==> config.mk <==
export PLATFORM = sky130hd
export DESIGN_NAME = vpu_sched_flat
export DESIGN_NICKNAME = d
export VERILOG_FILES = /design/src/rtl/vpu_pkg.sv /design/src/rtl/vpu_sched_if.sv /design/src/rtl/vpu_lane_tracker.sv /design/src/rtl/vpu_sched.sv /design/src/flat_wrapper.sv
export SDC_FILE = /design/constraint.sdc
export NUM_CORES = 1
export LEC_CHECK = 0
export CAP_MARGIN = 10
export CORE_UTILIZATION = 30
export CTS_CLUSTER_DIAMETER = 150
export CTS_CLUSTER_SIZE = 25
export DETAILED_ROUTE_END_ITERATION = 8
export SLEW_MARGIN = 10
export SYNTH_ARGS = -nofsm -noshare
export SYNTH_HDL_FRONTEND = slang
export SYNTH_SLANG_ARGS = --single-unit
==> constraint.sdc <==
create_clock -name clk -period 14.68 [get_ports clk]
set_input_delay 2.936 -clock clk [delete_from_list [all_inputs] [get_ports clk]]
set_output_delay 2.936 -clock clk [all_outputs]
set_load 0.03 [all_outputs]
==> src/rtl/vpu_pkg.sv <==
// vpu_pkg: shared types and constants for the VPU layer scheduler
package vpu_pkg;
  localparam int VPU_LANES = 4;
  localparam int VPU_DW = 16;
  typedef struct packed {
    logic       bias_en;
    logic       lr_en;
    logic [1:0] rsvd;
  } vpu_path_t;
  typedef enum logic [2:0] {S_IDLE, S_FETCH, S_WAIT, S_RUN, S_DONE} sched_state_t;
endpackage

==> src/rtl/vpu_sched_if.sv <==
// vpu_sched_if: unified-buffer read port, one outstanding request at a time
interface vpu_sched_if #(
  parameter int AW = 16,
  parameter int DW = 16
);
  logic          req;
  logic [AW-1:0] addr;
  logic          gnt;
  logic          valid;
  logic [DW-1:0] data;
  modport master (output req, addr, input gnt, valid, data);
  modport slave (input req, addr, output gnt, valid, data);
endinterface

==> src/rtl/vpu_lane_tracker.sv <==
// vpu_lane_tracker: per-lane row/column position and output-valid count
module vpu_lane_tracker #(
  parameter int ROW_W = 4,
  parameter int COL_W = 3,
  parameter int PROD_W = 6
) (
  input  logic              clk,
  input  logic              rst,
  input  logic              clr_i,
  input  logic              en_i,
  input  logic              sa_valid_i,
  input  logic              out_valid_i,
  input  logic [ROW_W-1:0]  rows_i,
  input  logic [COL_W-1:0]  cols_i,
  input  logic [PROD_W-1:0] prod_i,
  output logic [COL_W-1:0]  col_ptr_o,
  output logic              finished_o
);
  logic [ROW_W-1:0]  row_q;
  logic [COL_W-1:0]  col_q;
  logic [PROD_W-1:0] out_q;
  logic              last_row;
  assign last_row = row_q == rows_i - ROW_W'(1);
  assign col_ptr_o = col_q;
  assign finished_o = out_q == prod_i;
  always_ff @(posedge clk or posedge rst) begin
    if (rst) begin
      row_q <= '0;
      col_q <= '0;
      out_q <= '0;
    end else if (clr_i) begin
      row_q <= '0;
      col_q <= '0;
      out_q <= '0;
    end else if (en_i) begin
      if (sa_valid_i) begin
        row_q <= last_row ? '0 : row_q + 1'b1;
        // the last column absorbs any surplus input valids
        if (last_row && col_q != cols_i - COL_W'(1)) col_q <= col_q + 1'b1;
      end
      if (out_valid_i && !finished_o) out_q <= out_q + 1'b1;
    end
  end
endmodule

==> src/rtl/vpu_sched.sv <==
// vpu_sched: fetches leak/bias table from UB, then drives VPU config per column until all lanes finish
module vpu_sched
  import vpu_pkg::*;
#(
  parameter int LANES = VPU_LANES,
  parameter int MAX_ROWS = 8,
  parameter int MAX_COLS = 4,
  parameter int UB_ADDR_W = 16,
  parameter int DW = VPU_DW
) (
  input  logic                            clk,
  input  logic                            rst,
  input  logic                            start,
  input  logic                            abort,
  input  logic [3:0]                      cmd_pathway,
  input  logic [$clog2(MAX_ROWS+1)-1:0]   cmd_rows,
  input  logic [$clog2(MAX_COLS+1)-1:0]   cmd_cols,
  input  logic [UB_ADDR_W-1:0]            cmd_base_addr,
  output logic                            busy,
  output logic                            done,
  vpu_sched_if.master                     ub,
  input  logic                            sa_valid_in_1,
  input  logic                            sa_valid_in_2,
  input  logic                            sa_valid_in_3,
  input  logic                            sa_valid_in_4,
  input  logic                            vpu_valid_out_1,
  input  logic                            vpu_valid_out_2,
  input  logic                            vpu_valid_out_3,
  input  logic                            vpu_valid_out_4,
  output logic [3:0]                      vpu_data_pathway,
  output logic [DW-1:0]                   bias_scalar_out_1,
  output logic [DW-1:0]                   bias_scalar_out_2,
  output logic [DW-1:0]                   bias_scalar_out_3,
  output logic [DW-1:0]                   bias_scalar_out_4,
  output logic [DW-1:0]                   lr_leak_factor_out
);
  localparam int ROW_W = $clog2(MAX_ROWS+1);
  localparam int COL_W = $clog2(MAX_COLS+1);
  localparam int PROD_W = $clog2(MAX_ROWS*MAX_COLS+1);
  localparam int IDX_W = $clog2(MAX_COLS*LANES+1);
  localparam int CI_W = $clog2(MAX_COLS);
  localparam int LI_W = $clog2(LANES);
  sched_state_t      state_q, state_d;
  logic [IDX_W-1:0]  idx_q, km1;
  logic [ROW_W-1:0]  rows_q;
  logic [COL_W-1:0]  cols_q;
  logic [UB_ADDR_W-1:0] base_q;
  vpu_path_t         path_q;
  logic [DW-1:0]     leak_q;
  logic [DW-1:0]     tbl_q [MAX_COLS][LANES];
  logic              done_q, accept, wr, last_word, run;
  logic [PROD_W-1:0] prod;
  logic [CI_W-1:0]   wr_c;
  logic [LI_W-1:0]   wr_l;
  logic [LANES-1:0]  sa_v, vo_v, fin;
  logic [COL_W-1:0]  col_ptr [LANES];
  logic [DW-1:0]     bias [LANES];
  assign sa_v = {sa_valid_in_4, sa_valid_in_3, sa_valid_in_2, sa_valid_in_1};
  assign vo_v = {vpu_valid_out_4, vpu_valid_out_3, vpu_valid_out_2, vpu_valid_out_1};
  assign accept = state_q == S_IDLE && start;
  assign run = state_q == S_RUN;
  assign wr = state_q == S_WAIT && ub.valid && !abort;
  assign last_word = idx_q == IDX_W'(cols_q) * IDX_W'(LANES);
  assign prod = PROD_W'(rows_q) * PROD_W'(cols_q);
  // word k>=1 maps to column (k-1)/LANES, lane (k-1)%LANES
  assign km1 = idx_q - IDX_W'(1);
  assign wr_c = CI_W'(km1 / IDX_W'(LANES));
  assign wr_l = LI_W'(km1 % IDX_W'(LANES));
  assign busy = state_q != S_IDLE;
  assign done = done_q;
  assign ub.req = state_q == S_FETCH;
  assign ub.addr = ub.req ? base_q + UB_ADDR_W'(idx_q) : '0;
  assign vpu_data_pathway = run ? 4'(path_q) : 4'b0;
  assign lr_leak_factor_out = run ? leak_q : '0;
  assign bias_scalar_out_1 = bias[0];
  assign bias_scalar_out_2 = bias[1];
  assign bias_scalar_out_3 = bias[2];
  assign bias_scalar_out_4 = bias[3];
  always_comb begin
    state_d = state_q;
    case (state_q)
      S_IDLE:  state_d = !start ? S_IDLE : (cmd_rows == '0 || cmd_cols == '0) ? S_DONE : S_FETCH;
      S_FETCH: state_d = abort ? S_IDLE : ub.gnt ? S_WAIT : S_FETCH;
      S_WAIT:  state_d = abort ? S_IDLE : !ub.valid ? S_WAIT : last_word ? S_RUN : S_FETCH;
      S_RUN:   state_d = abort ? S_IDLE : &fin ? S_DONE : S_RUN;
      default: state_d = S_IDLE;
    endcase
  end
  always_ff @(posedge clk or posedge rst) begin
    if (rst) begin
      state_q <= S_IDLE;
      done_q <= 1'b0;
      idx_q <= '0;
      rows_q <= '0;
      cols_q <= '0;
      base_q <= '0;
      path_q <= '0;
      leak_q <= '0;
      for (int c = 0; c < MAX_COLS; c++)
        for (int l = 0; l < LANES; l++) tbl_q[c][l] <= '0;
    end else begin
      state_q <= state_d;
      done_q <= state_q == S_DONE && !abort;
      if (accept) begin
        idx_q <= '0;
        rows_q <= cmd_rows;
        cols_q <= cmd_cols;
        base_q <= cmd_base_addr;
        path_q <= vpu_path_t'(cmd_pathway);
      end
      if (wr) begin
        idx_q <= idx_q + 1'b1;
        if (idx_q == '0) leak_q <= ub.data;
        else tbl_q[wr_c][wr_l] <= ub.data;
      end
    end
  end
  for (genvar i = 0; i < LANES; i++) begin : g_lane
    vpu_lane_tracker #(.ROW_W(ROW_W), .COL_W(COL_W), .PROD_W(PROD_W)) u_trk (
      .clk(clk),
      .rst(rst),
      .clr_i(accept),
      .en_i(run),
      .sa_valid_i(sa_v[i]),
      .out_valid_i(vo_v[i]),
      .rows_i(rows_q),
      .cols_i(cols_q),
      .prod_i(prod),
      .col_ptr_o(col_ptr[i]),
      .finished_o(fin[i])
    );
    assign bias[i] = run ? tbl_q[CI_W'(col_ptr[i])][i] : '0;
  end
endmodule

==> src/flat_wrapper.sv <==
// flat-port wrapper written by rule: the top's interface ports become plain ports
module vpu_sched_flat import vpu_pkg::*;
#(
  parameter int LANES = VPU_LANES,
  parameter int MAX_ROWS = 8,
  parameter int MAX_COLS = 4,
  parameter int UB_ADDR_W = 16,
  parameter int DW = VPU_DW
)
  (clk, rst, start, abort, cmd_pathway, cmd_rows, cmd_cols, cmd_base_addr, busy, done, sa_valid_in_1, sa_valid_in_2, sa_valid_in_3, sa_valid_in_4, vpu_valid_out_1, vpu_valid_out_2, vpu_valid_out_3, vpu_valid_out_4, vpu_data_pathway, bias_scalar_out_1, bias_scalar_out_2, bias_scalar_out_3, bias_scalar_out_4, lr_leak_factor_out, ub_req, ub_addr, ub_gnt, ub_valid, ub_data);
  vpu_sched_if #(.AW(16), .DW(DW)) ub_i ();
  input  logic clk;
  input  logic rst;
  input  logic start;
  input  logic abort;
  input  logic [3:0] cmd_pathway;
  input  logic [$clog2(MAX_ROWS+1)-1:0] cmd_rows;
  input  logic [$clog2(MAX_COLS+1)-1:0] cmd_cols;
  input  logic [UB_ADDR_W-1:0] cmd_base_addr;
  output logic busy;
  output logic done;
  input  logic sa_valid_in_1;
  input  logic sa_valid_in_2;
  input  logic sa_valid_in_3;
  input  logic sa_valid_in_4;
  input  logic vpu_valid_out_1;
  input  logic vpu_valid_out_2;
  input  logic vpu_valid_out_3;
  input  logic vpu_valid_out_4;
  output logic [3:0] vpu_data_pathway;
  output logic [DW-1:0] bias_scalar_out_1;
  output logic [DW-1:0] bias_scalar_out_2;
  output logic [DW-1:0] bias_scalar_out_3;
  output logic [DW-1:0] bias_scalar_out_4;
  output logic [DW-1:0] lr_leak_factor_out;
  output wire logic [$bits(ub_i.req)-1:0] ub_req;
  output wire logic [$bits(ub_i.addr)-1:0] ub_addr;
  input wire logic [$bits(ub_i.gnt)-1:0] ub_gnt;
  input wire logic [$bits(ub_i.valid)-1:0] ub_valid;
  input wire logic [$bits(ub_i.data)-1:0] ub_data;
  assign ub_req = ub_i.req;
  assign ub_addr = ub_i.addr;
  assign ub_i.gnt = ub_gnt;
  assign ub_i.valid = ub_valid;
  assign ub_i.data = ub_data;
  vpu_sched #(.LANES(LANES), .MAX_ROWS(MAX_ROWS), .MAX_COLS(MAX_COLS), .UB_ADDR_W(UB_ADDR_W), .DW(DW)) u_core (.clk(clk), .rst(rst), .start(start), .abort(abort), .cmd_pathway(cmd_pathway), .cmd_rows(cmd_rows), .cmd_cols(cmd_cols), .cmd_base_addr(cmd_base_addr), .busy(busy), .done(done), .ub(ub_i), .sa_valid_in_1(sa_valid_in_1), .sa_valid_in_2(sa_valid_in_2), .sa_valid_in_3(sa_valid_in_3), .sa_valid_in_4(sa_valid_in_4), .vpu_valid_out_1(vpu_valid_out_1), .vpu_valid_out_2(vpu_valid_out_2), .vpu_valid_out_3(vpu_valid_out_3), .vpu_valid_out_4(vpu_valid_out_4), .vpu_data_pathway(vpu_data_pathway), .bias_scalar_out_1(bias_scalar_out_1), .bias_scalar_out_2(bias_scalar_out_2), .bias_scalar_out_3(bias_scalar_out_3), .bias_scalar_out_4(bias_scalar_out_4), .lr_leak_factor_out(lr_leak_factor_out));
endmodule
==> results.md, run 1 <==
* Post-Syn Area at between 15000 and 20000 sq um
* Fin nets at between 1500 and 2000
* 1st-iter DRT viols at around 660
* CP endpoint kind: output pin
* GRT Residual Overflow at 0
* Asr flop ratio synth at 100.0%
* Cell Pwr Density at 110.5 nW/um^2
* Worst setup SP type: flop
* First-pass GRT wire length at 70800 microns
* Yosys reg bits at between 300 and 400
* Outcome: finished, violations left
* Post-Synthesis Cells at roughly 1400
* Peak VDD IR at 67.37 uV
* Max-Cap Viols at 0
* Met3 Wirelength at 1775 microns
* Hold_buf cts at 0
* Slew Viols, Final at 0
* Post-CTS sizing at 0
* Post-DP HPWL at 30190 microns
* Period utilization at between 40 and 50%
* Worst reg-to-reg setup slack at 10.78 ns
* Port bufs at 159
* Area delta synth->final at 15.05%
* Drt pass-1 iters at 6
* I/O pins at 160
* WP data arrival at 3.64 ns
* Final ANT Viol Nets at 0
* Total track usage at 14.58%
* Clk slew on worst S/H paths at 0.11 ns
* Largest net degree at the start of global routing at 171
* Syn avg cell area at roughly 13 sq um
* Failing checks: design-rule violations
* TNS Setup at 0 ns
* Worst hold slack at 0.4808 ns
* Synth cell types at 70
* Register area share after synthesis at 49.31%
* Worst skew pair latency at between 0.5 and 0.6 ns
* Initial antenna violation count at 2
* Final Hold Fails at 0
* Clock sinks at 360
* Achievable frequency at 152.0 MHz
* Min-delay worst type: reg -> reg
* Unrepaired setup endpoints after global routing: no
* CTS tree: built
* Root Buffer Master: clkbuf_16
* Worst Path Max Fanout at 14
* Clk_skew at 0.02322 ns
* Yosys warnings at 0
* Leak Pwr at just under 10 nW
* Rows at 90
* Critical Path RT at 11.74 ns
* Period minus WS final at 6.579 ns
* Final Wtd Congestion at 0.7852
* Num CTS Buffers at 18
* Die Ht at 248.8 microns
* Die X at around 250 microns
* Layout cells sized above 1 at between 10% and 20%
* WL met1 at 21190 microns
* Routed vias/inst at 4.904
* Die ar. at 61890 sq um
* H-tree Lvls at 1
* Initial Util at 30.32%
* Slew @ Worst Pin at 1.061 ns
* Wirelength, routed at 45400 microns
* Drc violations at 1
* Top FF cell, synth: dfrtp_1
* # Post-CTS Setup Buffers at 0
* Drt wl/cell at 19.81 microns
* Ant diodes at 0
* Vias at 11230
* Core Box Area at around 60000 sq um
* Rel. slew slack at 29.30%
* Top sig layer: met5
* Routed wl met2 at 21800 microns
* Crit path kind: reg -> out
* Final setup violation count at 0
* Vias in the first global route at 11620
* EDFF count, synth at 0
* Syn_nets at 1490
* Worst-case clock buffer depth at 3
==> cell usage after synthesis, types with 3 or more instances <==
cell type  number  area [sq um]
nand3_4         8         140.1
o31ai_1         4         30.03
nor2_4          4         45.04
o211ai_1        4         30.03
nor3_1          8         40.04
buf_1           4         15.01
a31oi_1         6         37.54
buf_6           9         101.4
ha_1           30         375.4
mux2i_1        19         190.2
inv_1          20         75.07
nor2b_1         4         25.02
nand2_1       131         491.7
a21oi_1        18         90.09
clkbuf_1       45         168.9
and2_1         93         581.8
xnor2_1        42         367.9
nor2_2          7         43.79
nand3_1        24         120.1
a22o_1          5         43.79
dfrtp_1       360          9009
a21oi_2         3         26.28
xnor3_1         8         180.2
buf_2          17         85.08
mux2_2         93          1047
nor2_1         52         195.2
buf_4           6         45.04
fa_1            4         80.08
nand4_1        14         87.58
o21ai_0        20         100.1
or3_1           7         43.79
mux4_2         64          1441
or4_1           3         22.52
xor2_1         30         262.8
and4_1          5         43.79
mux2_1        181          2038
==> state kept, by name, summed over array words and instances, names as in the netlist, 3 cells and up <==
| signal | count |
|---|---|
| u_core.cols_q | 3 |
| u_core.base_q | 16 |
| u_core.leak_q | 16 |
| u_core.path_q | 4 |
| u_core.state_q | 3 |
| u_core.g_lane.u_trk.col_ptr_o | 12 |
| u_core.g_lane.u_trk.row_q | 16 |
| u_core.idx_q | 5 |
| u_core.tbl_q | 256 |
| u_core.rows_q | 4 |
| u_core.g_lane.u_trk.out_q | 24 |
==> layout make-up <==
cell class              count  area [sq um]
clock buffers              18         450.4
clock inverters             4         51.30
fillers                  5832         39230
inverters                  20         82.58
multi-input cells         936          8752
flip-flops and latches    360          9009
well taps                 782         978.4
repair buffers            171          1694
==> kinds of logic after synthesis <==
logic type      Yosys count  synth area share [%]
simple gates            382                 11.52
flops                   360                 49.31
mux                     357                 25.82
buf+inv                 103                 2.828
xor+xnor                 84                 4.856
compound gates           79                 3.171
fa+ha+maj                34                 2.493
==> path summary, 6_finish.rpt <==
kind | from | endpoint | depth (start not counted)
min in group asynchronous | rst | u_core.g_lane[3].u_trk.out_q[0] | 2
setup reg to reg | u_core.cols_q[0] | u_core.state_q[1] | 10
hold reg to reg | u_core.path_q[0] | u_core.path_q[0] | 2
max in group asynchronous | rst | u_core.tbl_q[178] | 3
hold / removal | u_core.path_q[0] | u_core.path_q[0] | 2
setup / recovery | u_core.idx_q[2] | ub_addr[13] | 7
==> layer usage <==
metal	up-vias	global-route usage [%]
met5	-	0
met4	4	2.289
met3	35	2.508
met2	205	24.28
met1	5868	20.15
li1	5122	-
==> layout by cell type (no fill, tap or decap), types with 3 or more instances in the layout <==
cell	n
dfrtp_1	360
mux2_1	181
clkdlybuf4s50_1	159
nand2_1	130
mux2_2	93
and2_1	92
mux4_2	64
nor2_1	52
xnor2_1	42
xor2_1	30
ha_1	30
nand3_1	24
o21ai_0	20
mux2i_1	19
inv_1	19
a21oi_1	18
clkbuf_16	18
nand4_1	14
buf_4	11
nor3_1	8
xnor3_1	8
nand3_4	8
or3_1	7
a31oi_1	6
nor2_2	6
nor2_4	5
and4_1	5
a22o_1	5
o211ai_1	4
nor2b_1	4
o31ai_1	4
fa_1	4
a21oi_2	3
or4_1	3
==> critical path, cell delays in order (launching register included) <==
cell	delay, ns
dfrtp_1	0.68
ha_1	0.37
a21oi_1	0.21
o21bai_1	0.09
a21oi_1	0.64
o21ai_0	0.21
a21oi_1	0.17
clkdlybuf4s50_1	0.70
==> metrics by stage <==
| stage | cells | worst slack (ns) | utilization, % | instance area (sq um) | power, mW |
|---|---|---|---|---|---|
| finish | 2291 | 8.101 | 34.89 | 21020 | 2.323 |
| global route | 2291 | 7.837 | 34.89 | 21020 | 2.455 |
| CTS | 2291 | 8.128 | 34.89 | 21020 | 2.356 |
| detailed placement | 2269 | 8.749 | 34.05 | 20520 | 1.784 |
| global placement | 2269 | 8.783 | 34.05 | 20520 | 1.768 |
| floorplan | 1399 | 1.754 | - | 18270 | 1.607 |
==> report_power, final <==
| group | switching (mW) | internal, mW | leakage (nW) |
|---|---|---|---|
| Clock | 0.337 | 0.228 | 0.242 |
| Sequential | 0.0711 | 1.06 | 4.96 |
| Combinational | 0.373 | 0.255 | 4.65 |
Note: power is estimated with default switching activity, not from simulation.
==> run 2, diff against run 1 <==
==> constraint.sdc (replaced) <==
create_clock -name clk -period 6.68 [get_ports clk]
set_input_delay 1.336 -clock clk [delete_from_list [all_inputs] [get_ports clk]]
set_output_delay 1.336 -clock clk [all_outputs]
set_load 0.03 [all_outputs]
==> results.md, run 2 (synthesis results as in run 1) <==
* TNS Setup at 0 ns (unchanged)
* Crit path kind: reg -> out (unchanged)
* Post-CTS sizing at 0 (unchanged)
* Vias at 11250 (was 11230)
* Largest reg by FF count: u_core.tbl_q (unchanged)
* Dpl cell area at 20540 sq um (was 20520 sq um)
* Total track usage at 14.65% (was 14.58%)
* Worst skew pair latency at 0.57 ns (about the same)
* Min-delay worst type: reg -> reg (unchanged)
* Peak VDD IR at 162.9 uV (was 67.37 uV)
* Fill cells at 5843 (was 5832)
* Unrepaired setup endpoints after global routing: no (unchanged)
* First-pass GRT wire length at 70790 microns (was 70800 microns)
* Wirelength, routed at 45400 microns (about the same)
* Clk slew on worst S/H paths at 0.10 ns (was 0.11 ns)
* Met3 Track Usage GR at 2.288% (was 2.508%)
* Drt pass-1 iters at 6 (unchanged)
* Setup ws final at 1.684 ns (was 8.101 ns)
* Leak Pwr at 9.880 nW (was 9.854 nW)
* Max reg flops at 256 (unchanged)
* Met1 Resource Use GR at 20.24% (was 20.15%)
* Utilization after layout at 34.98% (was 34.89%)
* Num CTS Buffers at 18 (unchanged)
* Worst-case clock buffer depth at 3 (unchanged)
* Seq. cell area at 9009 sq um (unchanged)
* Rows at 90 (unchanged)
* Slew @ Worst Pin at 1.133 ns (was 1.061 ns)
* # Post-CTS Setup Buffers at 0 (unchanged)
* Largest net degree at the start of global routing at 163 (was 171)
* Worst setup SP type: flop (unchanged)
* Clock sinks at 360 (unchanged)
* Die ar. at 61890 sq um (unchanged)
* Area delta synth->final at 15.35% (was 15.05%)
* Fin nets at 1601 (was 1598)
* Layout cells sized above 1 at 15.87% (was 15.84%)
* Final ANT Viol Nets at 0 (unchanged)
* GRT Residual Overflow at 0 (unchanged)
* Slowest CP cell: clkdlybuf4s50_1 (unchanged)
* Routed vias/inst at 4.902 (was 4.904)
* CP dominant cell by count: a21oi_1 (unchanged)
* Final Wtd Congestion at 0.7728 (was 0.7852)
* Design Area, Final at 21070 sq um (was 21020 sq um)
* Core Box Area at 60250 sq um (unchanged)
* WP data arrival at 3.66 ns (was 3.64 ns)
* Port bufs at 159 (unchanged)
* Die X at 248.8 microns (unchanged)
* Root Buffer Master: clkbuf_16 (unchanged)
* Period minus WS final at 4.996 ns
* Final Hold Fails at 0 (unchanged)
* Outcome: completed (was finished, violations left)
* Slowest stage delay, CP at 0.69 ns (was 0.70 ns)
* Initial antenna violation count at 3 (was 2)
* Cell Pwr Density at 244.4 nW/um^2 (was 110.5 nW/um^2)
* Vias in the first global route at 11670 (was 11620)
* Rel. slew slack at 24.45% (was 29.30%)
* Gr busiest metal: met2 (unchanged)
* Multi-input logic area at 8750 sq um (was 8752 sq um)
* Pre-CTS setup slack at 2.339 ns (was 8.749 ns)
* Drc violations at 0 (was 1)
* Met2 Track Usage GR at 24.62% (was 24.28%)
* H-tree Lvls at 1 (unchanged)
* Worst Path Max Fanout at 11 (was 14)
* Most frequent cells in the layout: dfrtp_1, mux2_1, clkdlybuf4s50_1, nand2_1, mux2_2 (unchanged)
* CTS tree: built (unchanged)
* Total power at 5.150 mW (was 2.323 mW)
* Period utilization at 74.78%
* Post-DP HPWL at 30850 microns (was 30190 microns)
* Biggest regs: u_core.tbl_q: 256 flops, u_core.g_lane.u_trk.out_q: 24 flops (unchanged)
* I/O pins at 160 (unchanged)
* Leading cell type in the layout, fill and taps excluded: dfrtp_1 (unchanged)
* Critical Path RT at 5.34 ns (was 11.74 ns)
* Slew Viols, Final at 0 (unchanged)
* Achievable frequency at 200.2 MHz
* Initial Util at 30.32% (unchanged)
* 1st-iter DRT viols at 617 (was 658)
* Final setup violation count at 0 (unchanged)
* Die Ht at 248.8 microns (unchanged)
* Worst path cell trace: ha_1 > a21o_1 > a21oi_1 > o21bai_1 > a21oi_1 > o21ai_0 > a21oi_1 > clkdlybuf4s50_1 (was ha_1 > a21oi_1 > o21bai_1 > a21oi_1 > o21ai_0 > a21oi_1 > clkdlybuf4s50_1)
* Drt wl/cell at 19.78 microns (was 19.81 microns)
* Hold_buf cts at 0 (unchanged)
* Max-Cap Viols at 0 (unchanged)
* Clk_skew at 0.03492 ns (was 0.02322 ns)
* CP endpoint kind: output pin (unchanged)
[run 2: cell count changes in the layout (fill, tap and decap cells not counted)]
cell	previous run	this run
buf_4	11	13
buf_12	1	2
bufinv_16	0	1
clkbuf_1	0	1
clkinv_2	1	0
diode_2	0	1
inv_6	1	0
nand2_1	130	131
nand2_2	1	0
[run 2: power breakdown]
part,internal [mW],leakage [nW],switching [mW]
registers,2.32,4.96,0.156
logic,0.565,4.66,0.831
clock network,0.541,0.255,0.733
[run 2: worst paths after layout]
path	start	endpoint	slack (ns)	depth (start not counted)
max reg2reg	u_core.cols_q[0]	u_core.state_q[1]	2.90	10
min	u_core.path_q[2]	u_core.path_q[2]	0.48	2
max	u_core.idx_q[1]	ub_addr[13]	1.68	8
max in group asynchronous	rst	u_core.g_lane[2].u_trk.out_q[5]	3.93	3
min reg2reg	u_core.path_q[2]	u_core.path_q[2]	0.48	2
min in group asynchronous	rst	u_core.leak_q[3]	1.32	2
[run 2: cell type report]
class | instances | area share, %
Clock buffer | 19 | 2.155
Antenna cell | 1 | 0.01188
Multi-Input combinational cell | 936 | 41.52
Sequential cell | 360 | 42.75
Timing Repair Buffer | 174 | 8.206
Tap cell | 782 | 4.643
Clock inverter | 3 | 0.3384
Inverter | 20 | 0.3741
[run 2: through the flow]
step,std cells,hold WS (ns)
after global placement,2272,0.4488
after CTS,2294,0.4827
after floorplan,1399,0.4374
final,2295,0.4849
after detailed placement,2272,0.4572
after global routing,2294,0.5033
[run 2: per-layer routing]
metal | wire (microns) | part of all wire (%) | vias to the layer above
li1 | - | - | 5137
met1 | 20710 | 46 | 5881
met2 | 21930 | 48 | 190
met3 | 2118 | 4.7 | 37
met4 | 604 | 1.3 | 4
met5 | 26 | 0.057 | -
[run 2: worst max-delay path: cells and delay by family (launching register included)]
family          cells  cell delay (ns)
compound gates      6             1.55
fa+ha+maj           1             0.31
flops               1             0.56
buf+inv             1             0.69
==> run 3, diff against run 2 <==
==> constraint.sdc (replaced) <==
create_clock -name clk -period 4.52 [get_ports clk]
set_input_delay 0.904 -clock clk [delete_from_list [all_inputs] [get_ports clk]]
set_output_delay 0.904 -clock clk [all_outputs]
set_load 0.03 [all_outputs]
==> results.md, run 3 (synthesis results as in run 1) <==
* CTS tree: built (unchanged)
* First-pass GRT wire length at 71550 microns (was 70790 microns)
* Die X at 248.8 microns (unchanged)
* Rel. slew slack at 32.25% (was 24.45%)
* Worst Path Max Fanout at 11 (unchanged)
* Slowest stage delay, CP at 0.70 ns (was 0.69 ns)
* Cell Pwr Density at 357.0 nW/um^2 (was 244.4 nW/um^2)
* CP dominant cell by count: a21oi_1 (unchanged)
* Final ANT Viol Nets at 0 (unchanged)
* Cell family with most CP delay: compound AO/OA/AOI/OAI gates (unchanged)
* Wirelength, routed at 44500 microns (was 45400 microns)
* Unrepaired setup endpoints after global routing: no (unchanged)
* Max-Cap Viols at 0 (unchanged)
* Achievable frequency at 230.5 MHz
* Total track usage at 14.59% (was 14.65%)
* Post-Layout Cell Count at 2309 (was 2295)
* Final Hold Fails at 0 (unchanged)
* Rows at 90 (unchanged)
* Die ar. at 61890 sq um (unchanged)
* Leading cell type in the layout, fill and taps excluded: dfrtp_1 (unchanged)
* Period minus WS final at 4.338 ns
* Port bufs at 159 (unchanged)
* Placed cells at 2288 (was 2272)
* Worst-case clock buffer depth at 3 (unchanged)
* Drt pass-1 iters at 6 (unchanged)
* Initial antenna violation count at 0 (was 3)
* Design Area, Final at 21250 sq um (was 21070 sq um)
* GRT Residual Overflow at 0 (unchanged)
* Slew Viols, Final at 0 (unchanged)
* I/O pins at 160 (unchanged)
* Peak VDD IR at 222.5 uV (was 162.9 uV)
* Area delta synth->final at 16.31% (was 15.35%)
* Min-delay worst type: reg -> reg (unchanged)
* Initial Util at 30.32% (unchanged)
* WP data arrival at 3.43 ns (was 3.66 ns)
* Ant diodes at 0 (was 1)
* Vias in the first global route at 12000 (was 11670)
* WL met1 at 20780 microns (was 20710 microns)
* Period utilization at a little over nine tenths
* Slew @ Worst Pin at 1.014 ns (was 1.133 ns)
* Core Box Area at 60250 sq um (unchanged)
* Crit path kind: reg -> out (unchanged)
* Clock sinks at 360 (unchanged)
* Vias at 11260 (was 11250)
* Worst skew pair latency at 0.57 ns (about the same)
* Biggest regs: u_core.tbl_q: 256 flops, u_core.g_lane.u_trk.out_q: 24 flops (unchanged)
* Num CTS Buffers at 18 (unchanged)
* Max reg flops at 256 (unchanged)
* Fin nets at 1617 (was 1601)
* Top sig layer: met4 (was met5)
* Outcome: completed (unchanged)
* Total power at 7.585 mW (was 5.150 mW)
* Dpl cell area at 20710 sq um (was 20540 sq um)
* Routed vias/inst at 4.874 (was 4.902)
* Root Buffer Master: clkbuf_16 (unchanged)
* H-tree Lvls at 1 (unchanged)
* Drc violations at 0 (unchanged)
* Met3 Wirelength at 1596 microns (was 2118 microns)
* Layout cells sized above 1 at 16.90% (was 15.87%)
* Largest net degree at the start of global routing at 97 (was 163)
* Worst path cell trace: ha_1 > a21o_1 > a21oi_1 > o21bai_1 > a21oi_2 > or4b_2 > a21oi_1 > clkdlybuf4s50_1 (was ha_1 > a21o_1 > a21oi_1 > o21bai_1 > a21oi_1 > o21ai_0 > a21oi_1 > clkdlybuf4s50_1)
* Clk slew on worst S/H paths at 0.10 ns (about the same)
* Leak Pwr at 9.981 nW (was 9.880 nW)
* Routed wl met2 at 21470 microns (was 21930 microns)
* Die Ht at 248.8 microns (unchanged)
* Final Wtd Congestion at 0.8130 (was 0.7728)
* CP endpoint kind: output pin (unchanged)
* Clk_skew at 0.03363 ns (was 0.03492 ns)
* Utilization after layout at 35.27% (was 34.98%)
* Post-DP HPWL at 30910 microns (was 30850 microns)
* Worst setup SP type: flop (unchanged)
* Slowest CP cell: clkdlybuf4s50_1 (unchanged)
* Crit path buf inv count at 1 (unchanged)
* Final setup violation count at 0 (unchanged)
* Drt wl/cell at 19.27 microns (was 19.78 microns)
* Most frequent cells in the layout: dfrtp_1, mux2_1, clkdlybuf4s50_1, nand2_1, mux2_2 (unchanged)
* 1st-iter DRT viols at 639 (was 617)
* Critical Path RT at 3.62 ns (was 5.34 ns)
* Largest reg by FF count: u_core.tbl_q (unchanged)
run 3: cell count changes in the layout (fill, tap and decap cells not counted):
cell	previous run	this run
buf_4	13	25
buf_12	2	6
a21oi_1	18	16
a21oi_2	3	5
clkbuf_1	1	0
clkinv_8	0	1
diode_2	1	0
inv_8	1	0
run 3: timing repair:
| action | CTS | global route |
|---|---|---|
| setup endpoints to repair | 0 | 10 |
| buffers inserted | 0 | 0 |
| resized for setup | 0 | 2 |
| hold buffers | 0 | 0 |
run 3: metal layers:
metal / vias up / global-route usage [%]
met1: 5886 / 20.00
li1: 5164 / -
met5: - / 0
met3: 39 / 2.278
met4: 0 / 2.431
met2: 166 / 24.62
run 3: area by class of cell:
type / count / area [sq um]
multi-input combinational: 936 / 8757
timing repair buffer: 190 / 1899
inverter: 20 / 78.83
fill: 5785 / 39000
clock buffer: 18 / 450.4
sequential: 360 / 9009
tap: 782 / 978.4
clock inverter: 3 / 76.32
run 3: through the flow:
stage / hold WS (ns) / setup slack, ns / TNS, ns
5_1_grt: 0.5030 / 0.003661 / 0
4_1_cts: 0.4859 / 0.05160 / 0
3_3_place_gp: 0.4486 / 0.7473 / 0
3_5_place_dp: 0.4602 / 0.6585 / 0
6_report: 0.4829 / 0.1818 / 0
2_1_floorplan: 0.4374 / -1.210 / -435.70
run 3: final timing paths:
kind	start	endpoint	slack, ns	cells after the start
max in group asynchronous	rst	u_core.base_q[12]	2.80	3
worst min register to register	u_core.path_q[0]	u_core.path_q[0]	0.48	2
worst max-delay path	u_core.idx_q[1]	ub_addr[13]	0.18	8
worst min-delay path	u_core.path_q[0]	u_core.path_q[0]	0.48	2
min in group asynchronous	rst	u_core.leak_q[1]	0.82	2
worst max register to register	u_core.cols_q[0]	u_core.state_q[1]	0.77	10
run 3: power by group:
| part | switching [mW] | internal, mW | total, mW |
|---|---|---|---|
| Sequential | 0.226 | 3.44 | 3.66 |
| Combinational | 1.20 | 0.849 | 2.04 |
| Clock | 1.08 | 0.798 | 1.88 |
run 3: worst register-to-register path, cell delays in order (launching register included):
cell and delay, ns:
dfrtp_1 0.63, and2_1 0.21, fa_1 0.42, ha_1 0.24, fa_1 0.66, xnor2_1 0.17, nand3_1 0.10, nor3_1 0.35
nand2_1 0.12, o41ai_1 0.57, o31ai_1 0.14
